`config.mk`:
```
export PLATFORM = sky130hd
export DESIGN_NAME = lbm_divider_flat
export DESIGN_NICKNAME = d
export VERILOG_FILES = /design/src/rtl/lbm_divider_if.sv /design/src/rtl/lbm_divider.sv /design/src/flat_wrapper.sv
export SDC_FILE = /design/constraint.sdc
export NUM_CORES = 1
export LEC_CHECK = 0
export BUFFER_PORTS_ARGS = -buffer_cell sky130_fd_sc_hd__buf_2
export CAP_MARGIN = 10
export CORE_ASPECT_RATIO = 1.2
export CORE_UTILIZATION = 31
export CTS_CLUSTER_SIZE = 28
export DETAILED_ROUTE_END_ITERATION = 10
export HOLD_SLACK_MARGIN = 0.05
export PLACE_DENSITY = 0.51
export SYNTH_ARGS = -nofsm -noshare
export SYNTH_HDL_FRONTEND = slang
export SYNTH_SLANG_ARGS = --single-unit
export TNS_END_PERCENT = 10
```
`constraint.sdc`:
```
create_clock -name Clk -period 26.2 [get_ports Clk]
set_input_delay 2.62 -clock Clk [delete_from_list [all_inputs] [get_ports Clk]]
set_output_delay 2.62 -clock Clk [all_outputs]
set_load 0.01 [all_outputs]
```
`src/rtl/lbm_divider_if.sv`:
```
// Operand/result bundle between the LBM controller and the moment-stage divider.
interface lbm_divider_if #(
    parameter int unsigned DATA_WIDTH = 32
) ();

    logic                  div_start;
    logic [DATA_WIDTH-1:0] dividend_x;
    logic [DATA_WIDTH-1:0] dividend_y;
    logic [DATA_WIDTH-1:0] divisor;
    logic                  div_valid;
    logic [DATA_WIDTH-1:0] quot_x;
    logic [DATA_WIDTH-1:0] quot_y;
    logic                  div_busy;
    logic                  div_by_zero;

    // Controller side: issues requests, consumes quotients.
    modport master (
        output div_start, dividend_x, dividend_y, divisor,
        input  div_valid, quot_x, quot_y, div_busy, div_by_zero
    );

    // Divider side.
    modport slave (
        input  div_start, dividend_x, dividend_y, divisor,
        output div_valid, quot_x, quot_y, div_busy, div_by_zero
    );

endinterface

```
`src/rtl/lbm_divider.sv`:
```
// Two-lane iterative signed fixed-point divider (ux = pux/p, uy = puy/p).
// Restoring shift-subtract on magnitudes, one quotient bit per lane per cycle,
// sign applied and result saturated at the end.
module lbm_divider #(
    parameter int unsigned DATA_WIDTH = 32,
    parameter int unsigned FRAC_BITS  = 16,
    parameter int unsigned ITER       = DATA_WIDTH + FRAC_BITS
) (
    input logic          Clk,
    input logic          Reset,
    lbm_divider_if.slave bus
);

    localparam int unsigned CW = $clog2(ITER);
    localparam int unsigned UW = ITER - DATA_WIDTH + 1;

    typedef enum logic [1:0] {StIdle, StRun, StFix, StDone} state_e;

    state_e                state_q, state_d;
    logic [CW-1:0]         cnt_q;
    logic [ITER-1:0]       num_x_q, num_y_q;
    logic [ITER-1:0]       qt_x_q, qt_y_q;
    logic [DATA_WIDTH:0]   rem_x_q, rem_y_q;
    logic [DATA_WIDTH-1:0] dmag_q;
    logic                  neg_x_q, neg_y_q, dbz_q;
    logic [DATA_WIDTH-1:0] quot_x_q, quot_y_q;

    logic [DATA_WIDTH+1:0] sh_x, sh_y;
    logic                  ge_x, ge_y;
    logic [DATA_WIDTH:0]   rem_x_d, rem_y_d;

    // Two's complement magnitude; the most negative value maps to 2^(W-1).
    function automatic logic [DATA_WIDTH-1:0] magnitude(input logic [DATA_WIDTH-1:0] v);
        return v[DATA_WIDTH-1] ? (~v + 1'b1) : v;
    endfunction

    // Apply the result sign and clamp to the representable range.
    function automatic logic [DATA_WIDTH-1:0] lane_fix(input logic [ITER-1:0] mag,
                                                       input logic neg);
        logic [UW-1:0]         upper;
        logic [DATA_WIDTH-2:0] low;
        upper = mag[ITER-1:DATA_WIDTH-1];
        low   = mag[DATA_WIDTH-2:0];
        if (!neg) begin
            if (upper != '0) return {1'b0, {(DATA_WIDTH-1){1'b1}}};
            return mag[DATA_WIDTH-1:0];
        end
        if (upper > UW'(1) || (upper == UW'(1) && low != '0)) begin
            return {1'b1, {(DATA_WIDTH-1){1'b0}}};
        end
        return ~mag[DATA_WIDTH-1:0] + 1'b1;
    endfunction

    // One restoring step per lane: shift in next numerator bit, subtract if it fits.
    always_comb begin
        sh_x    = {rem_x_q, num_x_q[ITER-1]};
        sh_y    = {rem_y_q, num_y_q[ITER-1]};
        ge_x    = sh_x >= {2'b00, dmag_q};
        ge_y    = sh_y >= {2'b00, dmag_q};
        rem_x_d = ge_x ? (sh_x[DATA_WIDTH:0] - {1'b0, dmag_q}) : sh_x[DATA_WIDTH:0];
        rem_y_d = ge_y ? (sh_y[DATA_WIDTH:0] - {1'b0, dmag_q}) : sh_y[DATA_WIDTH:0];
    end

    // State register.
    always_ff @(posedge Clk or posedge Reset) begin
        if (Reset) state_q <= StIdle;
        else       state_q <= state_d;
    end

    // Next-state decode and status outputs.
    always_comb begin
        state_d       = state_q;
        bus.div_valid = 1'b0;
        bus.div_busy  = 1'b1;
        unique case (state_q)
            StIdle: begin
                bus.div_busy = 1'b0;
                if (bus.div_start) state_d = (bus.divisor == '0) ? StFix : StRun;
            end
            StRun:   if (cnt_q == CW'(ITER - 1)) state_d = StFix;
            StFix:   state_d = StDone;
            StDone: begin
                bus.div_valid = 1'b1;
                state_d       = StIdle;
            end
            default: state_d = StIdle;
        endcase
    end

    // Operand capture, iteration and result registers.
    always_ff @(posedge Clk or posedge Reset) begin
        if (Reset) begin
            cnt_q    <= '0;
            num_x_q  <= '0;
            num_y_q  <= '0;
            qt_x_q   <= '0;
            qt_y_q   <= '0;
            rem_x_q  <= '0;
            rem_y_q  <= '0;
            dmag_q   <= '0;
            neg_x_q  <= 1'b0;
            neg_y_q  <= 1'b0;
            dbz_q    <= 1'b0;
            quot_x_q <= '0;
            quot_y_q <= '0;
        end else begin
            unique case (state_q)
                StIdle: begin
                    if (bus.div_start) begin
                        cnt_q    <= '0;
                        num_x_q  <= {magnitude(bus.dividend_x), {FRAC_BITS{1'b0}}};
                        num_y_q  <= {magnitude(bus.dividend_y), {FRAC_BITS{1'b0}}};
                        qt_x_q   <= '0;
                        qt_y_q   <= '0;
                        rem_x_q  <= '0;
                        rem_y_q  <= '0;
                        dmag_q   <= magnitude(bus.divisor);
                        neg_x_q  <= bus.dividend_x[DATA_WIDTH-1] ^ bus.divisor[DATA_WIDTH-1];
                        neg_y_q  <= bus.dividend_y[DATA_WIDTH-1] ^ bus.divisor[DATA_WIDTH-1];
                        dbz_q    <= (bus.divisor == '0);
                        quot_x_q <= '0;
                        quot_y_q <= '0;
                    end
                end
                StRun: begin
                    cnt_q   <= cnt_q + 1'b1;
                    num_x_q <= num_x_q << 1;
                    num_y_q <= num_y_q << 1;
                    rem_x_q <= rem_x_d;
                    rem_y_q <= rem_y_d;
                    qt_x_q  <= {qt_x_q[ITER-2:0], ge_x};
                    qt_y_q  <= {qt_y_q[ITER-2:0], ge_y};
                end
                StFix: begin
                    quot_x_q <= dbz_q ? '0 : lane_fix(qt_x_q, neg_x_q);
                    quot_y_q <= dbz_q ? '0 : lane_fix(qt_y_q, neg_y_q);
                end
                default: ;
            endcase
        end
    end

    assign bus.quot_x      = quot_x_q;
    assign bus.quot_y      = quot_y_q;
    assign bus.div_by_zero = dbz_q;

endmodule

```
`src/flat_wrapper.sv`:
```
// flat-port wrapper written by rule: the top's interface ports become plain ports
module lbm_divider_flat 
#(
    parameter int unsigned DATA_WIDTH = 32,
    parameter int unsigned FRAC_BITS  = 16,
    parameter int unsigned ITER       = DATA_WIDTH + FRAC_BITS
)
  (Clk, Reset, bus_div_start, bus_dividend_x, bus_dividend_y, bus_divisor, bus_div_valid, bus_quot_x, bus_quot_y, bus_div_busy, bus_div_by_zero);
  lbm_divider_if #(.DATA_WIDTH(DATA_WIDTH)) bus_i ();
  input logic Clk;
  input logic Reset;
  input wire logic [$bits(bus_i.div_start)-1:0] bus_div_start;
  input wire logic [$bits(bus_i.dividend_x)-1:0] bus_dividend_x;
  input wire logic [$bits(bus_i.dividend_y)-1:0] bus_dividend_y;
  input wire logic [$bits(bus_i.divisor)-1:0] bus_divisor;
  output wire logic [$bits(bus_i.div_valid)-1:0] bus_div_valid;
  output wire logic [$bits(bus_i.quot_x)-1:0] bus_quot_x;
  output wire logic [$bits(bus_i.quot_y)-1:0] bus_quot_y;
  output wire logic [$bits(bus_i.div_busy)-1:0] bus_div_busy;
  output wire logic [$bits(bus_i.div_by_zero)-1:0] bus_div_by_zero;
  assign bus_i.div_start = bus_div_start;
  assign bus_i.dividend_x = bus_dividend_x;
  assign bus_i.dividend_y = bus_dividend_y;
  assign bus_i.divisor = bus_divisor;
  assign bus_div_valid = bus_i.div_valid;
  assign bus_quot_x = bus_i.quot_x;
  assign bus_quot_y = bus_i.quot_y;
  assign bus_div_busy = bus_i.div_busy;
  assign bus_div_by_zero = bus_i.div_by_zero;
  lbm_divider #(.DATA_WIDTH(DATA_WIDTH), .FRAC_BITS(FRAC_BITS), .ITER(ITER)) u_core (.Clk(Clk), .Reset(Reset), .bus(bus_i));
endmodule
```
Word level (Yosys, flattened, before mapping)
Cells that the tools add are included.
{"block": "totals", "regBits": 365, "input_bits": 99, "out_inout_bits": 67, "wordCells": 113}
{"block": "classes", "addsub": 8, "n_lt_le_gt_ge": 4, "n_eq_ne": 8, "n_mux": 56, "n_bitwise": 7, "n_reduce_logical": 16}
{"op": "32-bit two-way mux", "n": 18}
{"op": "48-bit case mux with 2 select lines", "n": 4}
{"op": "32-bit by 1-bit adder with 32-bit output, second input constant", "n": 5}
{"op": "32-bit inverter", "n": 5}
{"op": "48-bit two-way mux", "n": 3}
{"op": "33-bit case mux with 2 select lines", "n": 2}
{"op": "32-bit case mux with 2 select lines", "n": 2}
{"op": "33-bit two-way mux", "n": 3}
{"op": "34-bit by 32-bit greater-or-equal comparator with 1-bit output", "n": 2}
{"op": "33-bit by 32-bit subtractor with 33-bit output", "n": 2}
{"op": "31-bit nonzero test", "n": 2}
{"op": "17-bit by 1-bit == test with 1-bit output, second input constant", "n": 2}
{"op": "17-bit by 1-bit > comparator with 1-bit output, second input constant", "n": 2}
{"op": "17-bit nonzero test", "n": 2}
{"op": "32-bit logical NOT", "n": 1}
{"op": "1-bit two-way mux", "n": 18}
{"op": "6-bit case mux with 2 select lines", "n": 1}
{"op": "2-bit case mux with 4 select lines", "n": 1}
{"op": "2-bit AND reduction", "n": 4}
{"op": "6-bit by 1-bit adder with 6-bit output, second input constant", "n": 1}
{"op": "6-bit == test, second input constant", "n": 1}
{"op": "2-bit two-way mux", "n": 3}
{"op": "6-bit two-way mux", "n": 1}
{"op": "2-bit == test, second input constant", "n": 2}
{"op": "8 further kinds", "n": 12}

Logic depth before layout (Yosys ltp)
Gate-level depths: netlist of run 1.
{"block": "logic_depth", "depth_word": 11, "ltp_mapped": 16, "mapped_depth_nobuf": 13}

Least setup slack after synthesis of run 1
No wires, ideal clock.
{"block": "synth_timing", "path_kind": "input to register", "from": "input bus_dividend_x[10]", "to": "register u_core.num_x_q[45]", "setup_time_ns": 0.126, "arrival_ns": 5.296, "required_time_ns": 26.074, "setup_slack_ns": 20.778, "path_stages": 9, "path_buffers": 0, "path_cell_list": "or4_4 -> or3_4 -> or3_4 -> nand2b_4 -> or3_4 -> or3_4 -> o31ai_4 -> xnor2_1 -> a221o_1"}
{"block": "synth_via", "elab_chain_cells": 5}
{"item": "from (decl)", "line_no": "flat_wrapper.sv:13", "text": "input wire logic [$bits(bus_i.dividend_x)-1:0] bus_dividend_x;"}
{"item": "32-bit inverter", "line_no": "lbm_divider.sv:34", "text": "return v[DATA_WIDTH-1] ? (~v + 1'b1) : v;"}
{"item": "32-bit by 1-bit adder with 32-bit output", "line_no": "lbm_divider.sv:34"}
{"item": "32-bit two-way mux", "line_no": "lbm_divider.sv:34"}
{"item": "48-bit two-way mux", "line_no": "lbm_divider.sv:109", "text": "if (bus.div_start) begin"}
{"item": "48-bit case mux with 2 select lines", "line_no": "lbm_divider.sv:107", "text": "unique case (state_q)"}
{"item": "to (signal assigned)", "line_no": "lbm_divider.sv:111", "text": "num_x_q <= {magnitude(bus.dividend_x), {FRAC_BITS{1'b0}}};"}
{"item": "to (signal assigned)", "line_no": "lbm_divider.sv:127", "text": "num_x_q <= num_x_q << 1;"}
{"item": "to (decl)", "line_no": "lbm_divider.sv:21", "text": "logic [ITER-1:0] num_x_q, num_y_q;"}
Every way passes these cells. The select of a mux whose other input is x is not followed.
A chain may end at the register's enable or synchronous reset.

==> results.md, run 1 <==
* Dpl ws at between 15 and 20 ns
* MaxCap Viol Count at 0
* Initial DRC count at 933
* Syn_nets at between 2k and 3k
* Core Rows at 101
* GRT Total Usage at 17.1%
* Unrepaired setup endpoints after global routing: false
* Crit path required time at 26.71 ns
* Sequential share of power at 28.1%
* H-Tree Depth at 2
* Hold depth at 2
* Final WL at 56.1 mm
* Post-CTS setup buffer count at 0
* Final setup fails at 0
* Area delta synth->final at 14.4%
* GR Overflow Total at 0
* Worst r2r path cells at 12
* Logic pwr share at 50.6%
* Top cells by area, synth: dfrtp_1 41%, o21ai_0 7.6%, nand2_1 6.2%
* Area fraction of the dominant cell type after synthesis at 41.4%
* Final WS setup at around 21 ns
* Design area at 23000 sq um
* Async S/R FF share, synth at 100%
* Synth Instances at 2341
* Final Skew at 0.0330 ns
* FILL cells at 6569
* Synthesized cell area at roughly 20000 sq um
* Worst Path Max Fanout at 127
* Status: finished, final reports clean
* Fin crit share at 21.0%
* Critical path startpoint category: input pin
* Sequential area share after synthesis at 41.4%
* Max-slew headroom at 28.0%
* CP endpoint kind: asynchronous set/reset pin
* Post-synth EDFFs at 0
* Min-delay src: u_core.bus.quot_y[28]
* DP Area at 21600 sq um
* Syn avg cell area at 8.59 sq um
* Ports at 166
* TritonCTS Buffers at 40
* Chip Width at 234 um
* First-pass GRT wire length at 91.6 mm
* Pwr Density at 119 nW/um^2
* Dpl hpwl at just under 40 mm
* Port buffer count at ~170
* Max clock buf depth at 3
* Antenna violations before repair at 6
* Clock latency on the worst-skew pair at 0.59 ns
* Placed instance count at 3205
* Drt first pass iters at 7
* Period minus WS final at 5.50 ns
* Placer Congestion at a little under 0.9
* Largest net degree at the start of global routing at 128
* Most frequent cells after synthesis: 333 x dfrtp_1, 333 x nand2_1, 305 x o21ai_0, 175 x a21oi_1, 157 x nor2_1
* Nets@finish at between 2k and 3k
* Via count of the first global-routing pass at 17.0k
* Layout cells sized above 1 at 11.6%
* Slew @ Worst Pin at between 1 and 1.5 ns
* Worst hold path class: reg2reg
* Drt via density at 5.34
* Drt wl/cell at 17.1 um
* Dominant synthesized flop cell: dfrtp_1
* Flops & latches, synth at 333
* DRC at 0
* Switching power at 1.23 mW
* Sw Ratio at 45.1%
* Post-synth cell types at 69
* Worst IR Drop VDD at roughly 120 uV
* TritonCTS clock tree: done
* Root buffer cell: clkbuf_16
* Setup TNS at 0 ns
* Die Span Y at about 280 um
* Post-CTS Resized at 0
* Leakage at 10.4 nW
* Post-CTS Hold Fix Bufs at 0
* Clock share of power at 21.4%
* Die Area at 65900 sq um
* Max-slew violations at 0
* Core area at 63700 sq um
* Detailed-route via count at 17.5k
* P_int at approximately 1.5 mW
* Arr. time, crit path at 6.01 ns
* Initial Util at 31.6%
* Final cell count without fillers at 3278
* Final Core Density at 36.1%
* Worst r2r src: u_core.dmag_q[0]
* Clock sink count at roughly 330
* Fin. Hold Viols at 0
* Post-synth top area cell: dfrtp_1
* Final Total Pwr at 2.73 mW
* Remaining antenna violation count at 0
* Ys Warns at 0
* Hold WS at 0.468 ns
* Setup crit start: Reset
* WS Path Type: in2async
* Reg clk slew, reported paths at ~0.06 ns
* F_max at 182 MHz
worst max-delay path, stage by stage:
cell	delay, ns
buf_2	0.13
inv_8	0.55
buf_4	0.73
buf_4	0.85
buf_4	0.89
logic make-up (layout without fill, tap and decap cells):
logic type	Yosys count	after routing	share of synthesized area [%]
adder cells (fa/ha/maj)	76	76	4.80
XOR/XNOR	146	146	6.36
multiplexers	26	26	1.31
AND/OR/NAND/NOR	722	722	16.5
AO/OA/AOI/OAI	819	819	25.5
buffers and inverters	219	331	4.11
flip-flops	333	333	41.4
other	0	1	0
registers in the layout (all words and copies together) (netlist names), 6 cells and up:
| name | count |
|---|---|
| u_core.qt_x_q | 48 |
| u_core.qt_y_q | 48 |
| u_core.rem_x_q | 33 |
| u_core.rem_y_q | 33 |
| u_core.bus.quot_x | 32 |
| u_core.bus.quot_y | 32 |
| u_core.dmag_q | 32 |
| u_core.num_x_q | 32 |
| u_core.num_y_q | 32 |
| u_core.cnt_q | 6 |
power by group through the flow:
stage / registers [mW] / logic [mW] / clock network (mW)
finish: 0.767 / 1.38 / 0.583
CTS: 0.768 / 1.39 / 0.605
global route: 0.788 / 1.56 / 0.624
floorplan: 0.766 / 1.01 / 0
global placement: 0.771 / 1.37 / 0
detailed placement: 0.775 / 1.39 / 0
layout make-up:
| class | instances | area [sq um] | area share, % |
|---|---|---|---|
| multi-input combinational | 1789 | 11000 | 47.8 |
| sequential | 333 | 8330 | 36.2 |
| clock buffer | 56 | 1140 | 4.96 |
| tap | 824 | 1030 | 4.48 |
| timing repair buffer | 183 | 961 | 4.18 |
| inverter | 77 | 297 | 1.29 |
| clock inverter | 15 | 236 | 1.03 |
| antenna | 1 | 2.50 | 0.0109 |
placed cells by master (no fill, tap or decap), types with 32 or more instances in the layout:
| master | instances |
|---|---|
| clkbuf_16 | 40 |
| a21o_1 | 34 |
| ha_1 | 73 |
| a22o_1 | 106 |
| nand3_1 | 38 |
| nor2_1 | 157 |
| xnor2_1 | 48 |
| xor2_1 | 98 |
| a21oi_1 | 173 |
| nand2_1 | 332 |
| o22ai_1 | 32 |
| inv_1 | 76 |
| o21ai_0 | 304 |
| dfrtp_1 | 332 |
| buf_2 | 165 |
worst paths after layout:
kind / endpoint / slack (ns)
worst min-delay path: u_core.bus.quot_y[28] / 0.47
min in group asynchronous: u_core.bus.quot_y[6] / 2.19
max in group Clk: u_core.state_q[1] / 20.99
worst max-delay path: u_core.neg_y_q / 20.70
worst min register to register: u_core.bus.quot_y[28] / 0.47
worst max register to register: u_core.rem_y_q[24] / 21.83
per-layer routing:
layer / track usage, % / vias up / routed length, um
li1: - / 8609 / -
met1: 21.8 / 8451 / 24900
met4: 5.29 / 12 / 1450
met3: 2.89 / 104 / 2310
met5: 0 / - / 81
met2: 29.2 / 333 / 27400
Power figures use the tool's default switching activity.
==> inputs of run 2 (changes only) <==
--- a/config.mk
+++ b/config.mk
@@ -12,7 +12,7 @@
 export CTS_CLUSTER_SIZE = 28
 export DETAILED_ROUTE_END_ITERATION = 10
 export HOLD_SLACK_MARGIN = 0.05
-export PLACE_DENSITY = 0.51
+export PLACE_DENSITY = 0.53
 export SYNTH_ARGS = -nofsm -noshare
 export SYNTH_HDL_FRONTEND = slang
 export SYNTH_SLANG_ARGS = --single-unit
==> constraint.sdc (replaced) <==
create_clock -name Clk -period 4.6 [get_ports Clk]
set_input_delay 0.46 -clock Clk [delete_from_list [all_inputs] [get_ports Clk]]
set_output_delay 0.46 -clock Clk [all_outputs]
set_load 0.01 [all_outputs]
==> results.md, run 2 (synthesis gave the netlist of run 1 again) <==
* Dpl ws at 0.749 ns (was 19.80 ns)
* Crit path required time at 5.04 ns (was 26.71 ns)
* Remaining antenna violation count at 0 (unchanged)
* Chip Width at 234 um (unchanged)
* Slew @ Worst Pin at 1.08 ns (about the same)
* Drt via density at 5.32 (was 5.34)
* Die Area at 65900 sq um (unchanged)
* Antenna cells at 0 (was 1)
* Initial DRC count at 1043 (was 933)
* Worst Path Max Fanout at 32 (was 127)
* Met3 GRT Util at 2.63% (was 2.89%)
* Final WS setup at 0.797 ns (was 20.70 ns)
* Final Skew at 0.0186 ns (was 0.0330 ns)
* Status: finished, final reports clean (unchanged)
* TritonCTS Buffers at 40 (unchanged)
* Max-slew violations at 0 (unchanged)
* Gr busiest metal: met2 (unchanged)
* Final WL at 55.9 mm (was 56.1 mm)
* Root buffer cell: clkbuf_16 (unchanged)
* Terminus of the critical flop-to-flop path: u_core.rem_y_q[0] (was u_core.rem_y_q[24])
* WS Path Type: reg2reg (was in2async)
* Final setup fails at 0 (unchanged)
* Fin. Hold Viols at 0 (unchanged)
* Slowest cell delay on critical path at 0.61 ns (was 0.89 ns)
* Pwr Density at 680 nW/um^2 (was 119 nW/um^2)
* GRT Total Usage at 17.0% (was 17.1%)
* Port buffer count at 165 (unchanged)
* Via count of the first global-routing pass at 17.0k (about the same)
* Cell Chain, Critical Path: ha_1, fa_1, nand2b_1, a21oi_1, o21ai_0, a2111oi_0, o21ai_0, nand4_1, and2_1, buf_12, nand2_1, o211ai_1, o21ai_0 (was buf_2, inv_8, buf_4, buf_4, buf_4)
* Clock latency on the worst-skew pair at 0.58 ns (was 0.59 ns)
* F_max at 263 MHz
* TritonCTS clock tree: done (unchanged)
* Max-slew headroom at 28.3% (was 28.0%)
* Layout cells sized above 1 at 11.8% (was 11.6%)
* Worst IR Drop VDD at 413 uV (was 123 uV)
* R2r setup slk at 0.80 ns (was 21.83 ns)
* Met2 Usage GRT at 28.8% (was 29.2%)
* Drt wl/cell at 17.0 um (was 17.1 um)
* Worst hold path class: in2reg (was reg2reg)
* Setup crit start: u_core.dmag_q[0] (was Reset)
* GR Overflow Total at 0 (unchanged)
* Area delta synth->final at 14.9% (was 14.4%)
* Max stage delay cell, worst path: a2111oi_0 (was buf_4)
* Largest net degree at the start of global routing at 167 (was 128)
* Die Span Y at 281 um (unchanged)
* Commonest cells after routing, fill and taps aside: 332 x nand2_1, 332 x dfrtp_1, 304 x o21ai_0, 173 x a21oi_1, 165 x buf_2 (unchanged)
* Final cell count without fillers at 3286 (was 3278)
* Ports at 166 (unchanged)
* Worst r2r path cells at 13 (was 12)
* Period minus WS final at 3.80 ns
* Leakage at 10.5 nW (was 10.4 nW)
* Nets@finish at 2605 (was 2599)
* Dpl hpwl at 39.3 mm (was 38.9 mm)
* Core area at 63700 sq um (unchanged)
* Worst r2r src: u_core.dmag_q[0] (unchanged)
* Drt first pass iters at 5 (was 7)
* Unrepaired setup endpoints after global routing: false (unchanged)
* Post-CTS setup buffer count at 0 (unchanged)
* Met1 usage at 22.1% (was 21.8%)
* DRC at 0 (unchanged)
* MaxCap Viol Count at 0 (unchanged)
* Placer Congestion at 0.880 (was 0.871)
* Most frequent CP cell: o21ai_0 (was buf_4)
* H-Tree Depth at 2 (unchanged)
* Buf/Inv on CP at 1 (was 5)
* Post-CTS Hold Fix Bufs at 1 (was 0)
* Antenna violations before repair at 2 (was 6)
* Clock sink count at 333 (unchanged)
* Post-CTS Resized at 0 (unchanged)
* Arr. time, crit path at 4.25 ns (was 6.01 ns)
* Core Rows at 101 (unchanged)
* CP endpoint: u_core.rem_y_q[0] (was u_core.neg_y_q)
* FILL cells at 6597 (was 6569)
* Critical path startpoint category: flop (was input pin)
* Regs by FF count: u_core.qt_x_q (48), u_core.qt_y_q (48) (unchanged)
* First-pass GRT wire length at 91.0 mm (was 91.6 mm)
* Detailed-route via count at 17.5k (about the same)
* Fin crit share at 82.7%
* CP delay by family, top: compound AO/OA/AOI/OAI gates (was buffers and inverters)
* Reg clk slew, reported paths at 0.06 ns (about the same)
* Stages on worst setup path at 13 (was 5)
* CP endpoint kind: flop (was asynchronous set/reset pin)
* Initial Util at 31.6% (unchanged)
* Placed instance count at 3211 (was 3205)
* Max clock buf depth at 3 (unchanged)
run 2: stage by stage:
stage                     hold WS (ns)  TNS, ns  cell area (sq um)  total power [mW]  util [%]
after floorplan                  0.445  -102.77              20100              10.1         -
after global placement           0.453        0              21700              12.3      34.1
after detailed placement         0.464        0              21700              12.4      34.1
after CTS                        0.140        0              23100              15.9      36.3
after global routing             0.152        0              23100              17.0      36.3
final                            0.176        0              23100              15.7      36.3
run 2: worst min path at each step:
stage	from	end	slack, ns	cells past startpoint
after floorplan	u_core.num_y_q[41]	u_core.num_y_q[41]	0.44	2
after global placement	u_core.bus.quot_y[26]	u_core.bus.quot_y[26]	0.45	1
after detailed placement	Reset	u_core.bus.quot_y[2]	0.46	2
after CTS	bus_dividend_y[0]	u_core.num_y_q[16]	0.14	2
after global routing	bus_dividend_y[0]	u_core.num_y_q[16]	0.15	2
final	bus_dividend_y[0]	u_core.num_y_q[16]	0.18	2
run 2: report_power, final:
group	switching [mW]	total, mW	internal (mW)	leakage [nW]
logic	5.13	7.96	2.83	5.38
clock network	1.35	3.35	1.99	0.675
registers	0.600	4.40	3.80	4.43
total	7.08	15.7	8.63	10.5
run 2: metal layers:
metal,routed length (um),share of wire (%)
met1,25500,46
met2,27000,48
met3,2170,3.9
met4,1170,2.1
met5,24,0.043
run 2: layout make-up:
type	count	area (sq um)	share of cell area, %
Tap cell	824	1030	4.46
Clock inverter	16	215	0.932
Clock buffer	58	1160	5.02
Sequential cell	333	8330	36.1
Timing Repair Buffer	189	1070	4.64
Multi-Input combinational cell	1789	11000	47.6
Inverter	77	293	1.27
run 2: worst register-to-register path, cell delays in order, from the launching register on:
cell and delay, ns:
dfrtp_1 0.40, ha_1 0.23, fa_1 0.42, nand2b_1 0.19, a21oi_1 0.19, o21ai_0 0.19
a2111oi_0 0.61, o21ai_0 0.29, nand4_1 0.14, and2_1 0.40, buf_12 0.28, nand2_1 0.10
o211ai_1 0.11, o21ai_0 0.13
==> inputs of run 3 (changes only) <==
==> constraint.sdc (replaced) <==
create_clock -name Clk -period 3.1 [get_ports Clk]
set_input_delay 0.31 -clock Clk [delete_from_list [all_inputs] [get_ports Clk]]
set_output_delay 0.31 -clock Clk [all_outputs]
set_load 0.01 [all_outputs]
==> results.md, run 3 (synthesis gave the netlist of run 1 again) <==
* Remaining antenna violation count at 0 (unchanged)
* Final WL at 57.5 mm (was 55.9 mm)
* Area delta synth->final at 24.1% (was 14.9%)
* Core area at 63700 sq um (unchanged)
* Clock sink count at 333 (unchanged)
* Arr. time, crit path at 3.51 ns (was 4.25 ns)
* Antenna violations before repair at 6 (was 2)
* Die Span Y at 281 um (unchanged)
* Initial Util at 31.6% (unchanged)
* TritonCTS Buffers at 41 (was 40)
* Sequential share of power at 25.9% (was 28.0%)
* Dpl hpwl at 41.2 mm (was 39.3 mm)
* Final setup fails at 0 (unchanged)
* Fin. Hold Viols at 0 (unchanged)
* Root buffer cell: clkbuf_16 (unchanged)
* Switching power at 11.0 mW (was 7.08 mW)
* Clock share of power at 19.9% (was 21.3%)
* Slowest cell delay on critical path at 0.36 ns (was 0.61 ns)
* Final Total Pwr at 25.4 mW (was 15.7 mW)
* Sw Ratio at 43.3% (was 45.1%)
* GRT Total Usage at 17.5% (was 17.0%)
* Chip Width at 234 um (unchanged)
* Status: finished, final reports clean (unchanged)
* Final Core Density at 39.2% (was 36.3%)
* Largest net degree at the start of global routing at 90 (was 167)
* FILL cells at 6415 (was 6597)
* Max-slew violations at 0 (unchanged)
* Fin crit share at 97.3% (was 82.7%)
* Logic pwr share at 54.2% (was 50.7%)
* Commonest non-fill, non-tap cell in the layout: dfrtp_1
* Die Area at 65900 sq um (unchanged)
* Ports at 166 (unchanged)
* WS Path Type: reg2reg (unchanged)
* Initial DRC count at 945 (was 1043)
* Placer Congestion at 0.874 (was 0.880)
* Worst Path Max Fanout at 3 (was 32)
* Max-slew headroom at 41.3% (was 28.3%)
* Pwr Density at 1020 nW/um^2 (was 680 nW/um^2)
* Reg clk slew, reported paths at 0.05 ns (was 0.06 ns)
* Period minus WS final at 3.01 ns (was 3.80 ns)
* Clock latency on the worst-skew pair at 0.58 ns (about the same)
* Drt first pass iters at 5 (unchanged)
* CP endpoint kind: flop (unchanged)
* Nets@finish at 2770 (was 2605)
* Cell Chain, Critical Path: inv_1, ha_1, nand2_1, nor2_2, nand2_1, o211ai_1, nand2b_4, a211oi_1, buf_4, o41ai_1, buf_4, mux2_2, a2111oi_4, a221o_1 (was ha_1, fa_1, nand2b_1, a21oi_1, o21ai_0, a2111oi_0, o21ai_0, nand4_1, and2_1, buf_12, nand2_1, o211ai_1, o21ai_0)
* Crit path required time at 3.60 ns (was 5.04 ns)
* DRC at 0 (unchanged)
* TritonCTS clock tree: done (unchanged)
* P_int at 14.4 mW (was 8.63 mW)
* Core Rows at 101 (unchanged)
* Min-delay src: bus_divisor[11] (was bus_dividend_y[0])
* Worst IR Drop VDD at 627 uV (was 413 uV)
* Critical path startpoint category: flop (unchanged)
* Max clock buf depth at 3 (unchanged)
* Leakage at 11.4 nW (was 10.5 nW)
* Commonest cells after routing, fill and taps aside: 331 x dfrtp_1, 330 x nand2_1, 289 x o21ai_0, 171 x a21oi_1, 165 x buf_2 (was 332 x nand2_1, 332 x dfrtp_1, 304 x o21ai_0, 173 x a21oi_1, 165 x buf_2)
* Final Skew at 0.0203 ns (was 0.0186 ns)
* Unrepaired setup endpoints after global routing: true (was false)
* Detailed-route via count at 18.1k (was 17.5k)
* H-Tree Depth at 2 (unchanged)
* Slew @ Worst Pin at 0.880 ns (was 1.08 ns)
* Layout cells sized above 1 at 19.3% (was 11.8%)
* Port buffer count at 165 (unchanged)
* MaxCap Viol Count at 0 (unchanged)
* F_max at 332 MHz (was 263 MHz)
* Regs by FF count: u_core.qt_x_q (48), u_core.qt_y_q (48) (unchanged)
* Setup crit start: u_core.dmag_q[11] (was u_core.dmag_q[0])
* Drt via density at 5.25 (was 5.32)
* First-pass GRT wire length at 93.3 mm (was 91.0 mm)
* Via count of the first global-routing pass at 18.0k (was 17.0k)
* GR Overflow Total at 0 (unchanged)
* Drt wl/cell at 16.7 um (was 17.0 um)
* Worst r2r src: u_core.dmag_q[11] (was u_core.dmag_q[0])
* Worst hold path class: in2reg (unchanged)
* Max stage delay cell, worst path: dfrtp_1 (was a2111oi_0)
## run 3: cell types whose count changed in the layout (fill, tap and decap cells not counted), sizes merged
cell | previous run | this run
diode | 0 | 2
inv | 78 | 77
dlygate4sd3 | 1 | 11
bufinv | 4 | 5
clkinvlp | 3 | 2
clkbuf | 58 | 57
buf | 188 | 341
clkinv | 8 | 10
## run 3: path summary, 6_finish.rpt
path                                              end  slack (ns)  cells past startpoint
worst max-delay path               u_core.rem_x_q[31]        0.09                     14
worst min-delay path                u_core.dmag_q[11]        0.07                      3
worst max register to register     u_core.rem_x_q[31]        0.09                     14
worst min register to register  u_core.bus.quot_y[26]        0.47                      1
max in group asynchronous       u_core.bus.quot_x[16]        1.79                      5
min in group asynchronous            u_core.qt_y_q[4]        0.39                      3
## run 3: what timing repair did
item,4_1_cts,5_1_grt
cloned,1,2
hold endpoints to repair,23,0
setup buffers,2,10
endpoints found under the setup margin,97,128
gates resized for setup,31,73
hold buffers,11,0
pin swaps,5,16
## run 3: critical path: cells and delay by family, from the launching register on
kind	cells	cell delay, ns
compound gates	5	0.98
simple gates	4	0.48
buf+inv	3	0.45
flops	1	0.36
fa+ha+maj	1	0.35
mux	1	0.35
## run 3: per-stage QoR
| stage | hold slack, ns | instance area [sq um] | setup slack, ns | setup TNS (ns) | std cells |
|---|---|---|---|---|---|
| after floorplan | 0.443 | 20100 | -1.66 | -555.29 | 2341 |
| after global placement | 0.446 | 22800 | -0.301 | -10.63 | 3350 |
| after detailed placement | 0.452 | 22800 | -0.332 | -14.50 | 3350 |
| after CTS | 0.0516 | 24500 | -0.00561 | -0.00561 | 3437 |
| after global routing | 0.0833 | 25000 | -0.0591 | -0.260 | 3449 |
| final | 0.0719 | 25000 | 0.0851 | 0 | 3451 |
## run 3: final cells by class
class	count	area [sq um]	area share [%]
Antenna cell	2	5.00	0.0201
Clock buffer	56	1180	4.74
Clock inverter	17	243	0.973
Inverter	77	293	1.17
Multi-Input combinational cell	1789	11400	45.6
Sequential cell	333	8340	33.4
Tap cell	824	1030	4.13
Timing Repair Buffer	353	2480	9.96
## run 3: metal layers
metal	part of all wire, %	global-route usage, %	vias up
met2	49	30.3	317
li1	-	-	8959
met3	4.0	2.92	91
met1	44	22.1	8732
met4	2.6	5.05	8
met5	0.097	0	-
## run 3: power by group through the flow
stage               registers, mW  clock network (mW)  logic [mW]
floorplan                    6.47                   0        8.55
global placement             6.58                   0        12.8
detailed placement           6.62                   0        13.0
CTS                          6.56                5.23        13.3
global route                 6.76                5.41        15.4
finish                       6.57                5.07        13.8
